$ cat config.mk
export PLATFORM = sky130hd
export DESIGN_NAME = writeback_buffer
export DESIGN_NICKNAME = d
export VERILOG_FILES = /design/src/rtl/writeback_buffer.sv
export SDC_FILE = /design/constraint.sdc
export NUM_CORES = 1
export LEC_CHECK = 0
export BUFFER_PORTS_ARGS = -buffer_cell sky130_fd_sc_hd__buf_2
export CAP_MARGIN = 25
export CORE_MARGIN = 8
export CORE_UTILIZATION = 50
export DETAILED_ROUTE_END_ITERATION = 12
export GPL_ROUTABILITY_DRIVEN = 0
export PLACE_DENSITY_LB_ADDON = 0.15
export REMOVE_ABC_BUFFERS = 1
export SYNTH_ARGS = -nofsm -noshare
export SYNTH_HDL_FRONTEND = slang
export SYNTH_SLANG_ARGS = --single-unit
$ cat constraint.sdc
create_clock -name clk -period 5.4 [get_ports clk]
set_clock_uncertainty 0.05 [all_clocks]
set_input_delay 0.81 -clock clk [delete_from_list [all_inputs] [get_ports clk]]
set_output_delay 0.81 -clock clk [all_outputs]
set_load 0.005 [all_outputs]
$ cat src/rtl/writeback_buffer.sv
`default_nettype none
// +--------------------------------------------------------------------------+
// | writeback_buffer                                                         |
// | Circular FIFO of pending register-file writes with bypass lookup.        |
// | Revision: 1.0                                                            |
// +--------------------------------------------------------------------------+
module writeback_buffer #(
    parameter int WIDTH      = 32,
    parameter int ADDR_WIDTH = 5,
    parameter int DEPTH      = 4
) (
    input  logic                    clk,
    input  logic                    rst,
    input  logic                    InValid,
    output logic                    InReady,
    input  logic [ADDR_WIDTH-1:0]   InRd,
    input  logic [WIDTH-1:0]        InData,
    input  logic                    WbEnable,
    output logic                    RegWrite,
    output logic [ADDR_WIDTH-1:0]   Rd,
    output logic [WIDTH-1:0]        WriteData,
    input  logic [ADDR_WIDTH-1:0]   Rs1,
    input  logic [ADDR_WIDTH-1:0]   Rs2,
    output logic                    Fwd1Valid,
    output logic                    Fwd2Valid,
    output logic [WIDTH-1:0]        Fwd1Data,
    output logic [WIDTH-1:0]        Fwd2Data,
    output logic [$clog2(DEPTH):0]  Count
);

    localparam int c_PTR_W = $clog2(DEPTH);
    localparam int c_CNT_W = c_PTR_W + 1;
    localparam logic [c_CNT_W-1:0] c_DEPTH = c_CNT_W'(DEPTH);

    logic [ADDR_WIDTH-1:0] r_rd_mem   [DEPTH];
    logic [WIDTH-1:0]      r_data_mem [DEPTH];
    logic [c_PTR_W-1:0]    r_head;
    logic [c_PTR_W-1:0]    r_tail;
    logic [c_CNT_W-1:0]    r_count;

    logic                  w_push;
    logic                  w_pop;
    logic                  w_empty;
    logic [c_PTR_W-1:0]    w_idx;

    assign w_empty  = (r_count == '0);
    assign InReady  = (r_count < c_DEPTH);
    assign RegWrite = !w_empty && WbEnable;
    assign Rd       = w_empty ? '0 : r_rd_mem[r_head];
    assign WriteData = w_empty ? '0 : r_data_mem[r_head];
    assign Count    = r_count;

    // Writes to x0 complete the handshake but never occupy an entry.
    assign w_push = InValid && InReady && (InRd != '0);
    assign w_pop  = RegWrite;

    always_ff @(posedge clk or negedge rst) begin
        if (!rst) begin
            r_head  <= '0;
            r_tail  <= '0;
            r_count <= '0;
        end else begin
            if (w_push) begin
                r_tail <= r_tail + 1'b1;
            end
            if (w_pop) begin
                r_head <= r_head + 1'b1;
            end
            case ({w_push, w_pop})
                2'b10:   r_count <= r_count + 1'b1;
                2'b01:   r_count <= r_count - 1'b1;
                default: r_count <= r_count;
            endcase
        end
    end

    // Storage needs no reset: occupancy alone decides which slots are live.
    always_ff @(posedge clk) begin
        if (w_push) begin
            r_rd_mem[r_tail]   <= InRd;
            r_data_mem[r_tail] <= InData;
        end
    end

    // Walk oldest to youngest so the last match found is the youngest.
    always_comb begin
        Fwd1Valid = 1'b0;
        Fwd1Data  = '0;
        Fwd2Valid = 1'b0;
        Fwd2Data  = '0;
        w_idx     = '0;
        for (int k = 0; k < DEPTH; k++) begin
            w_idx = r_head + c_PTR_W'(k);
            if (c_CNT_W'(k) < r_count) begin
                if ((Rs1 != '0) && (r_rd_mem[w_idx] == Rs1)) begin
                    Fwd1Valid = 1'b1;
                    Fwd1Data  = r_data_mem[w_idx];
                end
                if ((Rs2 != '0) && (r_rd_mem[w_idx] == Rs2)) begin
                    Fwd2Valid = 1'b1;
                    Fwd2Data  = r_data_mem[w_idx];
                end
            end
        end
    end

endmodule
`default_nettype wire

=== Yosys cells after proc, flatten, opt, wreduce, memory -nomap -nowiden ===
Memories as Yosys holds them, arrays and structs flattened.
Cells that the tools add are included.

* Equality and inequality tests: 10
* Add/subtract/negate cells: 6
* Reductions and logical operators: 17
* $lt $le $gt $ge: 5
* Mux-type cells: 37

{| class="wikitable"
|+ Operators by type and width
! operator !! count
|-
| two-way mux 32 bit || 17
|-
| == test 5 bit || 8
|-
| two-way mux 1 bit || 18
|-
| nonzero test 5 bit || 3
|-
| logical AND 1 bit || 11
|-
| less-than comparator 1 x 3 -> 1 bit (first input constant) || 2
|-
| less-than comparator 2 x 3 -> 1 bit (first input constant) || 2
|-
| one-hot mux 3 bit (2 select lines) || 1
|-
| two-way mux 5 bit || 1
|-
| adder 2 x 1 -> 2 bit (second input constant) || 2
|-
| adder 2 bit (second input constant) || 2
|-
| adder 3 x 1 -> 3 bit (second input constant) || 1
|-
| zero test 3 bit || 1
|-
| less-than comparator 3 bit (second input constant) || 1
|-
| subtractor 3 x 1 -> 3 bit (second input constant) || 1
|-
| == test 2 x 1 -> 1 bit (second input constant) || 1
|-
| == test 2 bit (second input constant) || 1
|-
| nonzero test 2 bit || 1
|-
| zero test 1 bit || 1
|}

* RAM bits: 148
* Memories: 2
* Word-level logic and storage cells: 80
* Register bits: 7

{| class="wikitable"
|+ Memory list
! name !! depth !! width !! rd ports !! clocked after memory_dff !! wr ports !! RTL line !! RTL
|-
| r_data_mem || 4 || 32 || 4 || 0 || 1 || 36 || <nowiki>logic [WIDTH-1:0] r_data_mem [DEPTH];</nowiki>
|-
| r_rd_mem || 4 || 5 || 4 || 0 || 1 || 35 || <nowiki>logic [ADDR_WIDTH-1:0] r_rd_mem [DEPTH];</nowiki>
|}

=== Logic depth before layout (Yosys ltp) ===
Gate-level depths: netlist of the first run.
An unclocked memory read counts as a cell.

* Depth in word-level cells: 11
* Depth in mapped cells: 11

=== Least setup slack after synthesis of the first run ===
No wires, ideal clock.

* Path type: input to output
* From: input Rs2[3]
* To: output Fwd2Data[0]
* Required time: 4.540 ns
* Path slack: 1.697 ns
* Stages on the path: 9
* Arrival: 2.843 ns
* Path through: clkbuf_1 nor2_1 a32o_1 or4b_4 nor4b_4 or2b_4 buf_6 o211ai_1 a22o_1

* Longest elaborated chain between the ends: 10

{| class="wikitable"
|+ Ends and longest elaborated chain
! item !! RTL line !! RTL
|-
| start, declared || 23 || <nowiki>input logic [ADDR_WIDTH-1:0] Rs2,</nowiki>
|-
| == test 5 bit / nonzero test 5 bit (equally long branches) || 99 || <nowiki>if ((Rs2 != '0) && (r_rd_mem[w_idx] == Rs2)) begin</nowiki>
|-
| logical AND 1 bit || 99 ||
|-
| two-way mux 32 bit || 99 ||
|-
| two-way mux 32 bit || 94 || <nowiki>if (c_CNT_W'(k) < r_count) begin</nowiki>
|-
| two-way mux 32 bit || 99 ||
|-
| two-way mux 32 bit || 94 ||
|-
| two-way mux 32 bit || 99 ||
|-
| two-way mux 32 bit || 94 ||
|-
| two-way mux 32 bit || 99 ||
|-
| two-way mux 32 bit (*) || 94 ||
|-
| end, declared || 27 || <nowiki>output logic [WIDTH-1:0] Fwd2Data,</nowiki>
|}

Mark *: on every way between the ends. The rest lies on a longest branch, timed or not.

=== Worst setup path in the final report of the first run ===
* From: register r_head[0]
* To: output Fwd1Data[25]

* Longest elaborated chain between the ends: 11

{| class="wikitable"
|+ Ends and longest elaborated chain
! item !! RTL line !! RTL
|-
| start, declared || 37 || <nowiki>logic [c_PTR_W-1:0] r_head;</nowiki>
|-
| start signal, assigned || 67 || <nowiki>r_head <= r_head + 1'b1;</nowiki>
|-
| branches (longest 10 deep; another with memory read (4 x 5 bit)) || - ||
|-
| two-way mux 32 bit (*) || 94 ||
|-
| end, declared || 26 || <nowiki>output logic [WIDTH-1:0] Fwd1Data,</nowiki>
|}

Mark *: on every way between the ends.

==> run_summary.xml, run 1 <==
<?xml version="1.0" encoding="UTF-8"?>
<metrics>
  <group name="synthesis">
    <metric name="synth_top_area_share" unit="%">38.8</metric>
    <metric name="async_flop_share" unit="%">4.52</metric>
    <metric name="netlist_top_cells_area" unit="">sky130_fd_sc_hd__edfxtp_1, sky130_fd_sc_hd__mux2i_1, sky130_fd_sc_hd__mux2_2, sky130_fd_sc_hd__nor2_1, sky130_fd_sc_hd__a21oi_1</metric>
    <metric name="post_synth_top_area_cell" unit="">sky130_fd_sc_hd__edfxtp_1</metric>
    <metric name="synth_area_per_cell" unit="µm²">10.2</metric>
    <metric name="synth_cells" unit="">1125</metric>
    <metric name="number_of_enable_flip_flop_cells_after_synthesis" unit="">148</metric>
    <metric name="synth_seq_area_share" unit="%">40.3</metric>
    <metric name="synth.most_common_cell" unit="">sky130_fd_sc_hd__mux2i_1</metric>
    <metric name="synth_register_bits" unit="">155</metric>
    <metric name="synth_warnings" unit="">0</metric>
    <metric name="post_synth_instance_area" unit="µm²">11500</metric>
    <metric name="synth_ff_type" unit="">sky130_fd_sc_hd__edfxtp_1</metric>
    <metric name="ys_types" unit="">53</metric>
    <metric name="commonest_cells_in_the_netlist" unit="">sky130_fd_sc_hd__mux2i_1, sky130_fd_sc_hd__nor2_1, sky130_fd_sc_hd__edfxtp_1, sky130_fd_sc_hd__mux2_2, sky130_fd_sc_hd__a21oi_1</metric>
  </group>
  <group name="detailed_routing">
    <metric name="post_route_antenna_net_violation_count" unit="">0</metric>
    <metric name="drt_iter0_markers" unit="">685</metric>
    <metric name="via_count" unit="">9018</metric>
    <metric name="wl_per_cell" unit="µm">20.4</metric>
    <metric name="detailedRoute.firstPassIterationCount" unit="">5</metric>
    <metric name="wl" unit="µm">31100</metric>
    <metric name="drt-vias-per-instance" unit="">5.93</metric>
    <metric name="route.detailed.drc" unit="">0</metric>
  </group>
  <group name="sta">
    <metric name="timing.final.crit_share" unit="%">90.6</metric>
    <metric name="timing_worst_slew_pin_value" unit="ns">0.926</metric>
    <metric name="grt_setup_unrepaired" unit="">no</metric>
    <metric name="fmax" unit="MHz">204</metric>
    <metric name="whs" unit="ns">0.152</metric>
    <metric name="setup_ws" unit="ns">0.507</metric>
    <metric name="final_period_minus_worst_setup_slack" unit="ns">4.89</metric>
    <metric name="finalHoldViolations" unit="">0</metric>
    <metric name="setup-violations-final" unit="">0</metric>
    <metric name="drv_slew" unit="">0</metric>
    <metric name="maxSlewHeadroom" unit="%">38.3</metric>
  </group>
  <group name="cts">
    <metric name="cts_tree" unit="">built</metric>
    <metric name="cts_sinks" unit="">155</metric>
    <metric name="path_clk_slew" unit="ns">0.06</metric>
    <metric name="cts_made_buffers" unit="">17</metric>
    <metric name="cts_hold_buffers" unit="">0</metric>
    <metric name="post_cts_resize_count" unit="">0</metric>
    <metric name="clock_insertion_delay_worst_skew" unit="ns">0.43</metric>
    <metric name="htreeDepth" unit="">4</metric>
    <metric name="clk_path_buf_depth" unit="">2</metric>
    <metric name="clk_root_buffer_cell" unit="">sky130_fd_sc_hd__clkbuf_16</metric>
    <metric name="post_cts_buffers" unit="">0</metric>
  </group>
  <group name="grt">
    <metric name="pin_count_of_the_biggest_net_entering_global_routing" unit="">130</metric>
    <metric name="grt_first_pass_wirelength" unit="µm">48700</metric>
    <metric name="grt_usage" unit="%">21.8</metric>
    <metric name="number_of_antenna_violations_at_the_first_check_in_global_routing" unit="">5</metric>
    <metric name="grt_overflow_total" unit="">0</metric>
    <metric name="grt_pass1_vias" unit="">8941</metric>
  </group>
  <group name="finish">
    <metric name="stdcell_count" unit="">1521</metric>
    <metric name="post_route_cells_drive_above_1_share" unit="%">25.4</metric>
    <metric name="final_net_count" unit="">1281</metric>
    <metric name="stdcell_area" unit="µm²">13000</metric>
    <metric name="layout-area-overhead-vs-synth" unit="%">13.2</metric>
  </group>
  <group name="worst_setup_path">
    <metric name="r2r_slack" unit="ns">2.77</metric>
    <metric name="critical_path.startpoint_type" unit="">flop</metric>
    <metric name="slowest_stage" unit="">sky130_fd_sc_hd__or4_2</metric>
    <metric name="crit_chain" unit="">mux4_2, xnor2_1, nand4_1, or4_2, buf_4, mux2i_1, a21oi_1, buf_2</metric>
    <metric name="top_delay_family_on_crit_path" unit="">simple AND/OR/NAND/NOR gates</metric>
    <metric name="cp_data_required_time" unit="ns">4.54</metric>
    <metric name="critical_path_class" unit="">flop to output port</metric>
    <metric name="crit_buf_inv" unit="">2</metric>
    <metric name="timing.critical_path.arrival" unit="ns">4.03</metric>
    <metric name="ff2ff_path_depth" unit="">4</metric>
    <metric name="regToRegStartpoint" unit="">Count[2]$_DFFE_PN0P_</metric>
    <metric name="timing.critical_path.to_type" unit="">output port</metric>
    <metric name="critical_path.max_stage_delay" unit="ns">0.93</metric>
    <metric name="crit_path_max_fanout" unit="">40</metric>
    <metric name="crit-reg2reg-capture" unit="">r_data_mem[1][2]$_DFFE_PP_</metric>
  </group>
  <group name="placed_design">
    <metric name="placed_cells" unit="">1487</metric>
    <metric name="placement.cell_area" unit="µm²">12400</metric>
    <metric name="dpl.hpwl" unit="µm">20200</metric>
    <metric name="preCtsSetupSlack" unit="ns">1.02</metric>
    <metric name="placement.io_buffers" unit="">158</metric>
  </group>
  <group name="floorplan">
    <metric name="start_util" unit="%">50.8</metric>
    <metric name="core_area" unit="µm²">22600</metric>
    <metric name="fp.dieArea" unit="µm²">28000</metric>
    <metric name="die_height" unit="µm">167</metric>
    <metric name="core.rowCount" unit="">55</metric>
    <metric name="design.portCount" unit="">159</metric>
    <metric name="die-width" unit="µm">167</metric>
  </group>
  <group name="run">
    <metric name="max_cap_viol_count" unit="">0</metric>
  </group>
  <group name="pwr">
    <metric name="power_per_cell_area" unit="nW/µm²">549</metric>
    <metric name="vdd_drop_max" unit="V">0.000452</metric>
    <metric name="power.static_leakage" unit="nW">5.56</metric>
  </group>
  <group name="hold_path">
    <metric name="min-delay-path-class" unit="">input pin to asynchronous set/reset pin</metric>
  </group>
  <group name="status">
    <metric name="run_status" unit="">completed</metric>
  </group>
</metrics>
==> worst max-delay path by stage <==
stage	from	endpoint	depth (start not counted)
3_5_place_dp	r_head[0]$_DFFE_PN0P_	Fwd1Data[25]	9
2_1_floorplan	r_head[1]$_DFFE_PN0P_	Fwd2Data[31]	7
4_1_cts	r_head[0]$_DFFE_PN0P_	Fwd1Data[25]	8
6_report	r_head[0]$_DFFE_PN0P_	Fwd1Data[25]	8
3_3_place_gp	r_head[0]$_DFFE_PN0P_	Fwd1Data[7]	8
5_1_grt	r_head[0]$_DFFE_PN0P_	Fwd1Data[25]	9
==> layout make-up <==
class / instances / area (µm²)
antenna: 2 / 5.00
clock buffer: 17 / 425
clock inverter: 15 / 171
fill: 1997 / 9590
inverter: 9 / 36.3
multi-input combinational: 861 / 6420
sequential: 155 / 4630
tap: 285 / 357
timing repair buffer: 177 / 946
==> stage by stage <==
| stage | total power [W] | TNS [ns] | util [%] |
|---|---|---|---|
| finish | 0.00713 | 0 | 57.5 |
| global route | 0.00761 | 0 | 57.5 |
| CTS | 0.00716 | 0 | 57.5 |
| detailed placement | 0.00592 | 0 | 54.9 |
| global placement | 0.00589 | 0 | 54.9 |
| floorplan | 0.00481 | -234.04 | - |
==> cells by family (layout without fill, tap and decap cells) <==
kind of cell / count (synthesis) / after routing / share of synthesized area, %
compound gates: 176 / 176 / 9.72
xor+xnor: 42 / 42 / 3.21
fa+ha+maj: 9 / 9 / 0.982
buf+inv: 109 / 218 / 4.43
flops: 155 / 155 / 40.3
mux: 292 / 292 / 27.8
other cells: 0 / 2 / 0
simple gates: 342 / 342 / 13.6
==> cell usage in the layout (no fill, tap or decap), types with 17 or more instances in the layout <==
| cell | Yosys | final |
|---|---|---|
| sky130_fd_sc_hd__mux2i_1 | 204 | 204 |
| sky130_fd_sc_hd__nor2_1 | 198 | 197 |
| sky130_fd_sc_hd__buf_2 | 22 | 158 |
| sky130_fd_sc_hd__edfxtp_1 | 148 | 148 |
| sky130_fd_sc_hd__mux2_2 | 73 | 73 |
| sky130_fd_sc_hd__a21oi_1 | 66 | 66 |
| sky130_fd_sc_hd__nand2_1 | 41 | 41 |
| sky130_fd_sc_hd__o21ai_0 | 36 | 36 |
| sky130_fd_sc_hd__nand3_1 | 32 | 31 |
| sky130_fd_sc_hd__nand2b_1 | 31 | 31 |
| sky130_fd_sc_hd__o211ai_1 | 31 | 31 |
| sky130_fd_sc_hd__a22o_1 | 31 | 31 |
| sky130_fd_sc_hd__xnor2_1 | 22 | 22 |
| sky130_fd_sc_hd__xor2_1 | 20 | 19 |
| sky130_fd_sc_hd__buf_4 | 1 | 18 |
| sky130_fd_sc_hd__clkbuf_16 | 0 | 17 |
==> worst register-to-register path: stages (launching register included) <==
cell and delay, ns:
sky130_fd_sc_hd__dfrtp_1 0.47, sky130_fd_sc_hd__inv_1 0.29, sky130_fd_sc_hd__o311a_1 0.41, sky130_fd_sc_hd__and2_2 0.58
sky130_fd_sc_hd__buf_4 0.48
==> state kept, by name, indices dropped and copies added, names as in the netlist <==
| signal | flops |
|---|---|
| Count | 3 |
| r_data_mem | 128 |
| r_head | 2 |
| r_rd_mem | 20 |
| r_tail | 2 |
==> layer usage <==
layer | routed length (µm) | vias up | track usage [%]
li1 | - | 4298 | -
met3 | 1850 | 55 | 4.21
met5 | 32 | - | 0
met2 | 14800 | 294 | 36.5
met1 | 13600 | 4365 | 27.5
met4 | 716 | 6 | 8.23
==> power breakdown <==
| part | internal [W] | switching [W] |
|---|---|---|
| combinational | 0.00180 | 0.00239 |
| sequential | 0.00151 | 0.000201 |
| clock | 0.000726 | 0.000501 |
Power figures use the tool's default switching activity.
==> inputs of run 2 (changes only) <==
CELL_PAD_IN_SITES_DETAIL_PLACEMENT = 0   (was default)
CELL_PAD_IN_SITES_GLOBAL_PLACEMENT = 1   (was default)
CTS_BUF_LIST = sky130_fd_sc_hd__clkbuf_8   (was default)
==> run 2 against run 1 <==
  * Global-route usage up 0.83 points
  * Total power down 4.7%
  * Clock power down 31%
  * Hold slack worse by 0.025 ns
  * Die area unchanged
  * Maximum frequency down 0.88%
  * Combinational power up 2%
  * Sequential share of layout area up 0.52 points
  * Via count down 1.3%
  * Largest cell class unchanged
  * Largest power group unchanged
==> run_summary.xml, run 2 (synthesis gave the netlist of run 1 again) <==
<?xml version="1.0" encoding="UTF-8"?>
<metrics>
  <group name="status">
    <metric name="run_status" unit="">completed</metric>
  </group>
  <group name="detailed_routing">
    <metric name="route.detailed.drc" unit="">0</metric>
    <metric name="drt_iter0_markers" unit="">706</metric>
    <metric name="wl_per_cell" unit="µm">21.1</metric>
    <metric name="detailedRoute.firstPassIterationCount" unit="">5</metric>
    <metric name="post_route_antenna_net_violation_count" unit="">0</metric>
    <metric name="wl" unit="µm">32100</metric>
    <metric name="drt-vias-per-instance" unit="">5.84</metric>
    <metric name="via_count" unit="">8900</metric>
  </group>
  <group name="finish">
    <metric name="final_core_utilization" unit="%">56.7</metric>
    <metric name="post_route_cells_drive_above_1_share" unit="%">25.4</metric>
    <metric name="fill_cells" unit="">2055</metric>
    <metric name="layout-area-overhead-vs-synth" unit="%">11.6</metric>
    <metric name="largest_register_ff_count" unit="">128</metric>
    <metric name="final_common_cell" unit="">sky130_fd_sc_hd__mux2i_1</metric>
    <metric name="antenna-diode-count" unit="">0</metric>
    <metric name="stdcell_area" unit="µm²">12800</metric>
    <metric name="layout_common_cells" unit="">sky130_fd_sc_hd__mux2i_1, sky130_fd_sc_hd__nor2_1, sky130_fd_sc_hd__buf_2</metric>
    <metric name="registers.top_by_ff_count" unit="">r_data_mem</metric>
    <metric name="final_net_count" unit="">1285</metric>
  </group>
  <group name="sta">
    <metric name="drv_slew" unit="">0</metric>
    <metric name="maxSlewHeadroom" unit="%">41.7</metric>
    <metric name="grt_setup_unrepaired" unit="">no</metric>
    <metric name="timing_worst_slew_pin_value" unit="ns">0.875</metric>
    <metric name="setup-violations-final" unit="">0</metric>
    <metric name="whs" unit="ns">0.127</metric>
    <metric name="setup_ws" unit="ns">0.463</metric>
    <metric name="finalHoldViolations" unit="">0</metric>
    <metric name="timing.final.crit_share" unit="%">91.4</metric>
    <metric name="fmax" unit="MHz">203</metric>
    <metric name="final_period_minus_worst_setup_slack" unit="ns">4.94</metric>
  </group>
  <group name="floorplan">
    <metric name="die-width" unit="µm">167</metric>
    <metric name="core.rowCount" unit="">55</metric>
    <metric name="start_util" unit="%">50.8</metric>
    <metric name="core_area" unit="µm²">22600</metric>
    <metric name="design.portCount" unit="">159</metric>
    <metric name="fp.dieArea" unit="µm²">28000</metric>
    <metric name="die_height" unit="µm">167</metric>
  </group>
  <group name="grt">
    <metric name="grt_first_pass_wirelength" unit="µm">50100</metric>
    <metric name="pin_count_of_the_biggest_net_entering_global_routing" unit="">66</metric>
    <metric name="grt_pass1_vias" unit="">9074</metric>
    <metric name="grt_usage" unit="%">22.6</metric>
    <metric name="grt_overflow_total" unit="">0</metric>
    <metric name="number_of_antenna_violations_at_the_first_check_in_global_routing" unit="">2</metric>
  </group>
  <group name="pwr">
    <metric name="totalPowerFinal" unit="W">0.00680</metric>
    <metric name="power.static_leakage" unit="nW">5.50</metric>
    <metric name="vdd_drop_max" unit="V">0.000310</metric>
    <metric name="power.share.sequential" unit="%">24.8</metric>
    <metric name="power_frac_clock" unit="%">12.4</metric>
    <metric name="power_switching_share" unit="%">45.1</metric>
    <metric name="power_per_cell_area" unit="nW/µm²">531</metric>
    <metric name="net-switching-power" unit="W">0.00306</metric>
    <metric name="cell_internal_pwr" unit="W">0.00373</metric>
    <metric name="power.share.combinational" unit="%">62.8</metric>
  </group>
  <group name="worst_setup_path">
    <metric name="timing.critical_path.to_type" unit="">output port</metric>
    <metric name="timing.critical_path.arrival" unit="ns">4.08</metric>
    <metric name="critical_path_class" unit="">flop to output port</metric>
    <metric name="top_delay_family_on_crit_path" unit="">buffers and inverters</metric>
    <metric name="slowest_stage" unit="">sky130_fd_sc_hd__buf_4</metric>
    <metric name="crit_path_max_fanout" unit="">61</metric>
    <metric name="crit_chain" unit="">buf_4, buf_4, mux2_2, mux2i_1, nor2_1, nand3_1, mux2i_1, mux2i_1, a21oi_1, buf_2</metric>
    <metric name="critPathMostFrequentCell" unit="">sky130_fd_sc_hd__mux2i_1</metric>
    <metric name="crit_buf_inv" unit="">3</metric>
    <metric name="critical_path.startpoint_type" unit="">flop</metric>
    <metric name="cp_data_required_time" unit="ns">4.54</metric>
    <metric name="critical_path.max_stage_delay" unit="ns">0.80</metric>
  </group>
  <group name="run">
    <metric name="max_cap_viol_count" unit="">0</metric>
  </group>
  <group name="cts">
    <metric name="clk_root_buffer_cell" unit="">sky130_fd_sc_hd__clkbuf_8</metric>
    <metric name="post_cts_buffers" unit="">0</metric>
    <metric name="cts_sinks" unit="">155</metric>
    <metric name="path_clk_slew" unit="ns">0.08</metric>
    <metric name="cts_hold_buffers" unit="">0</metric>
    <metric name="cts_made_buffers" unit="">17</metric>
    <metric name="htreeDepth" unit="">4</metric>
    <metric name="clk_path_buf_depth" unit="">2</metric>
    <metric name="cts_tree" unit="">built</metric>
    <metric name="post_cts_resize_count" unit="">0</metric>
    <metric name="clock_insertion_delay_worst_skew" unit="ns">0.45</metric>
  </group>
  <group name="hold_path">
    <metric name="min-delay-path-class" unit="">input pin to asynchronous set/reset pin</metric>
  </group>
  <group name="placed_design">
    <metric name="dpl.hpwl" unit="µm">21400</metric>
    <metric name="preCtsSetupSlack" unit="ns">0.910</metric>
    <metric name="placement.io_buffers" unit="">158</metric>
    <metric name="placement.cell_area" unit="µm²">12400</metric>
  </group>
</metrics>
[run 2: power by group through the flow]
stage,sequential (W),combinational (W),clock [W]
2_1_floorplan,0.00190,0.00291,0
3_3_place_gp,0.00170,0.00423,0
3_5_place_dp,0.00171,0.00427,0
4_1_cts,0.00169,0.00428,0.000860
5_1_grt,0.00171,0.00465,0.000903
6_report,0.00169,0.00427,0.000844
[run 2: area by class of cell]
cell class              count  area [µm²]  area share [%]
flip-flops and latches    155        4630            36.1
well taps                 285         357            2.79
inverters                   9        36.3           0.283
repair buffers            181         996            7.78
multi-input cells         861        6410            50.1
clock buffers              17         234            1.83
clock inverters            15         136            1.07
[run 2: worst reg2reg max path: stages (launching register included)]
cell and delay [ns]:
sky130_fd_sc_hd__dfrtp_1 0.46, sky130_fd_sc_hd__inv_1 0.30, sky130_fd_sc_hd__o311a_1 0.39, sky130_fd_sc_hd__and2_2 0.52
sky130_fd_sc_hd__buf_4 0.51
[run 2: stage by stage]
step                cells  setup TNS (ns)
detailed placement   1491               0
floorplan            1025         -234.04
global placement     1490               0
global route         1523               0
finish               1523               0
CTS                  1523               0
[run 2: worst paths after layout]
| path | to | cells past startpoint | slack [ns] | from |
|---|---|---|---|---|
| worst min register to register | r_tail[1]$_DFFE_PN0P_ | 2 | 0.59 | r_tail[1]$_DFFE_PN0P_ |
| worst max-delay path | Fwd1Data[23] | 10 | 0.46 | r_head[1]$_DFFE_PN0P_ |
| worst min-delay path | Count[2]$_DFFE_PN0P_ | 1 | 0.13 | rst |
| worst max register to register | r_data_mem[3][3]$_DFFE_PP_ | 4 | 2.81 | Count[2]$_DFFE_PN0P_ |
| max in group asynchronous | r_head[1]$_DFFE_PN0P_ | 1 | 4.99 | rst |
| min in group clk | r_data_mem[0][15]$_DFFE_PP_ | 1 | 0.51 | InData[15] |
[run 2: routing by layer]
metal  track usage [%]  share of wire (%)  vias to the layer above
met5                 0              0.072                        -
met4              6.48                1.6                        4
met3              4.42                5.7                       50
met2              38.2                 48                      264
met1              29.1                 45                     4277
li1                  -                  -                     4305
==> inputs of run 3 (changes only) <==
RECOVER_POWER = 25   (was default)
==> run 3 against run 2 <==
  * Final cell count did not move
  * Utilization fell by 0.16 points
  * Combinational power barely moved
  * Flip-flop and latch count did not move
  * Highest routed layer unchanged
==> run_summary.xml, run 3 (synthesis gave the netlist of run 1 again) <==
<?xml version="1.0" encoding="UTF-8"?>
<metrics>
  <group name="sta">
    <metric name="final_period_minus_worst_setup_slack" unit="ns">4.93</metric>
    <metric name="drv_slew" unit="">0</metric>
    <metric name="setup-violations-final" unit="">0</metric>
    <metric name="fmax" unit="MHz">203</metric>
    <metric name="maxSlewHeadroom" unit="%">42.1</metric>
    <metric name="grt_setup_unrepaired" unit="">no</metric>
    <metric name="finalHoldViolations" unit="">0</metric>
    <metric name="whs" unit="ns">0.201</metric>
    <metric name="timing.final.crit_share" unit="%">91.2</metric>
    <metric name="timing_worst_slew_pin_value" unit="ns">0.869</metric>
    <metric name="final.setup.tns" unit="ns">0</metric>
  </group>
  <group name="worst_setup_path">
    <metric name="slowest_stage" unit="">sky130_fd_sc_hd__buf_4</metric>
    <metric name="critical_path.max_stage_delay" unit="ns">0.80</metric>
    <metric name="critPathMostFrequentCell" unit="">sky130_fd_sc_hd__mux2i_1</metric>
    <metric name="crit_path_max_fanout" unit="">61</metric>
    <metric name="crit_chain" unit="">buf_4, buf_4, mux2_2, mux2i_1, nor2_1, nand3_1, mux2i_1, mux2i_1, a21oi_1, buf_2</metric>
    <metric name="timing.critical_path.arrival" unit="ns">4.07</metric>
    <metric name="timing.critical_path.to_type" unit="">output port</metric>
    <metric name="cp_data_required_time" unit="ns">4.54</metric>
    <metric name="critical_path.startpoint_type" unit="">flop</metric>
    <metric name="ff2ff_path_depth" unit="">4</metric>
    <metric name="critical_path_class" unit="">flop to output port</metric>
  </group>
  <group name="grt">
    <metric name="grt_usage" unit="%">22.6</metric>
    <metric name="number_of_antenna_violations_at_the_first_check_in_global_routing" unit="">2</metric>
    <metric name="grt_first_pass_wirelength" unit="µm">50100</metric>
    <metric name="grt_overflow_total" unit="">0</metric>
    <metric name="grt_pass1_vias" unit="">9074</metric>
    <metric name="pin_count_of_the_biggest_net_entering_global_routing" unit="">66</metric>
  </group>
  <group name="finish">
    <metric name="layout_common_cells" unit="">sky130_fd_sc_hd__mux2i_1, sky130_fd_sc_hd__nor2_1, sky130_fd_sc_hd__edfxtp_1</metric>
    <metric name="stdcell_count" unit="">1523</metric>
    <metric name="final_net_count" unit="">1285</metric>
    <metric name="largest_register_ff_count" unit="">128</metric>
    <metric name="layout-area-overhead-vs-synth" unit="%">11.3</metric>
    <metric name="registers.top_by_ff_count" unit="">r_data_mem</metric>
    <metric name="post_route_cells_drive_above_1_share" unit="%">23.1</metric>
    <metric name="final_core_utilization" unit="%">56.5</metric>
    <metric name="antenna-diode-count" unit="">0</metric>
    <metric name="final_common_cell" unit="">sky130_fd_sc_hd__mux2i_1</metric>
  </group>
  <group name="floorplan">
    <metric name="core_area" unit="µm²">22600</metric>
    <metric name="core.rowCount" unit="">55</metric>
    <metric name="start_util" unit="%">50.8</metric>
    <metric name="fp.dieArea" unit="µm²">28000</metric>
    <metric name="design.portCount" unit="">159</metric>
    <metric name="die-width" unit="µm">167</metric>
    <metric name="die_height" unit="µm">167</metric>
  </group>
  <group name="cts">
    <metric name="cts_made_buffers" unit="">17</metric>
    <metric name="clk_root_buffer_cell" unit="">sky130_fd_sc_hd__clkbuf_8</metric>
    <metric name="post_cts_resize_count" unit="">0</metric>
    <metric name="post_cts_buffers" unit="">0</metric>
    <metric name="clk_path_buf_depth" unit="">2</metric>
    <metric name="cts_hold_buffers" unit="">0</metric>
    <metric name="cts_sinks" unit="">155</metric>
    <metric name="htreeDepth" unit="">4</metric>
    <metric name="cts_tree" unit="">built</metric>
    <metric name="path_clk_slew" unit="ns">0.08</metric>
    <metric name="clock_insertion_delay_worst_skew" unit="ns">0.45</metric>
  </group>
  <group name="pwr">
    <metric name="net-switching-power" unit="W">0.00306</metric>
    <metric name="power.share.combinational" unit="%">62.8</metric>
    <metric name="power_switching_share" unit="%">45.1</metric>
    <metric name="cell_internal_pwr" unit="W">0.00373</metric>
    <metric name="power.share.sequential" unit="%">24.8</metric>
    <metric name="power.static_leakage" unit="nW">5.42</metric>
    <metric name="power_per_cell_area" unit="nW/µm²">532</metric>
    <metric name="power_frac_clock" unit="%">12.4</metric>
    <metric name="vdd_drop_max" unit="V">0.000310</metric>
  </group>
  <group name="detailed_routing">
    <metric name="drt_iter0_markers" unit="">706</metric>
    <metric name="post_route_antenna_net_violation_count" unit="">0</metric>
    <metric name="detailedRoute.firstPassIterationCount" unit="">7</metric>
    <metric name="drt-vias-per-instance" unit="">5.88</metric>
    <metric name="wl_per_cell" unit="µm">21.0</metric>
    <metric name="wl" unit="µm">32000</metric>
    <metric name="via_count" unit="">8955</metric>
    <metric name="route.detailed.drc" unit="">0</metric>
  </group>
  <group name="hold_path">
    <metric name="min-delay-path-class" unit="">input pin to asynchronous set/reset pin</metric>
  </group>
  <group name="placed_design">
    <metric name="placement.io_buffers" unit="">158</metric>
    <metric name="dpl.hpwl" unit="µm">21400</metric>
    <metric name="placed_cells" unit="">1491</metric>
  </group>
  <group name="run">
    <metric name="max_cap_viol_count" unit="">0</metric>
  </group>
  <group name="status">
    <metric name="run_status" unit="">completed</metric>
  </group>
</metrics>
-- run 3: changes by cell type in the layout (fill, tap and decap cells not counted) --
cell	change
sky130_fd_sc_hd__clkbuf_1	+29
sky130_fd_sc_hd__buf_2	-29
-- run 3: critical path: cells and delay by family, from the launching register on --
kind / cells / cell delay [ns]
flops: 1 / 0.70
simple gates: 2 / 0.16
mux: 4 / 0.93
buf+inv: 3 / 1.68
compound gates: 1 / 0.11
-- run 3: worst paths after layout --
kind                                  startpoint                     endpoint  slack [ns]
max                        r_head[1]$_DFFE_PN0P_                 Fwd1Data[23]        0.47
min                                          rst         Count[2]$_DFFE_PN0P_        0.20
max reg2reg                 Count[2]$_DFFE_PN0P_   r_data_mem[3][3]$_DFFE_PP_        2.82
min reg2reg                r_tail[1]$_DFFE_PN0P_        r_tail[1]$_DFFE_PN0P_        0.59
max in group asynchronous                    rst        r_head[1]$_DFFE_PN0P_        4.77
min in group clk                      InData[29]  r_data_mem[1][29]$_DFFE_PP_        0.55
-- run 3: through the flow --
step	cell area [µm²]	power (W)	setup WS [ns]
global route	12800	0.00726	0.132
floorplan	11000	0.00481	-4.10
detailed placement	12400	0.00598	0.910
global placement	12400	0.00593	0.970
CTS	12800	0.00682	0.418
finish	12800	0.00679	0.475
-- run 3: area by class of cell --
class | count | area (µm²)
fillers | 2061 | 9810
multi-input cells | 861 | 6410
flip-flops and latches | 155 | 4630
repair buffers | 181 | 960
well taps | 285 | 357
clock buffers | 17 | 234
clock inverters | 15 | 136
inverters | 9 | 36.3
-- run 3: layer usage --
metal	routed length, µm	vias up	global-route usage, %
met5	23	-	0
met3	1860	66	4.42
met4	599	4	6.48
met2	15300	277	38.2
met1	14200	4304	29.1
li1	-	4304	-
-- run 3: power groups by stage --
stage	Clock (W)	Sequential, W	Combinational [W]
global placement	0	0.00170	0.00423
detailed placement	0	0.00171	0.00427
finish	0.000842	0.00169	0.00426
global route	0.000903	0.00171	0.00465
CTS	0.000860	0.00169	0.00428
floorplan	0	0.00190	0.00291
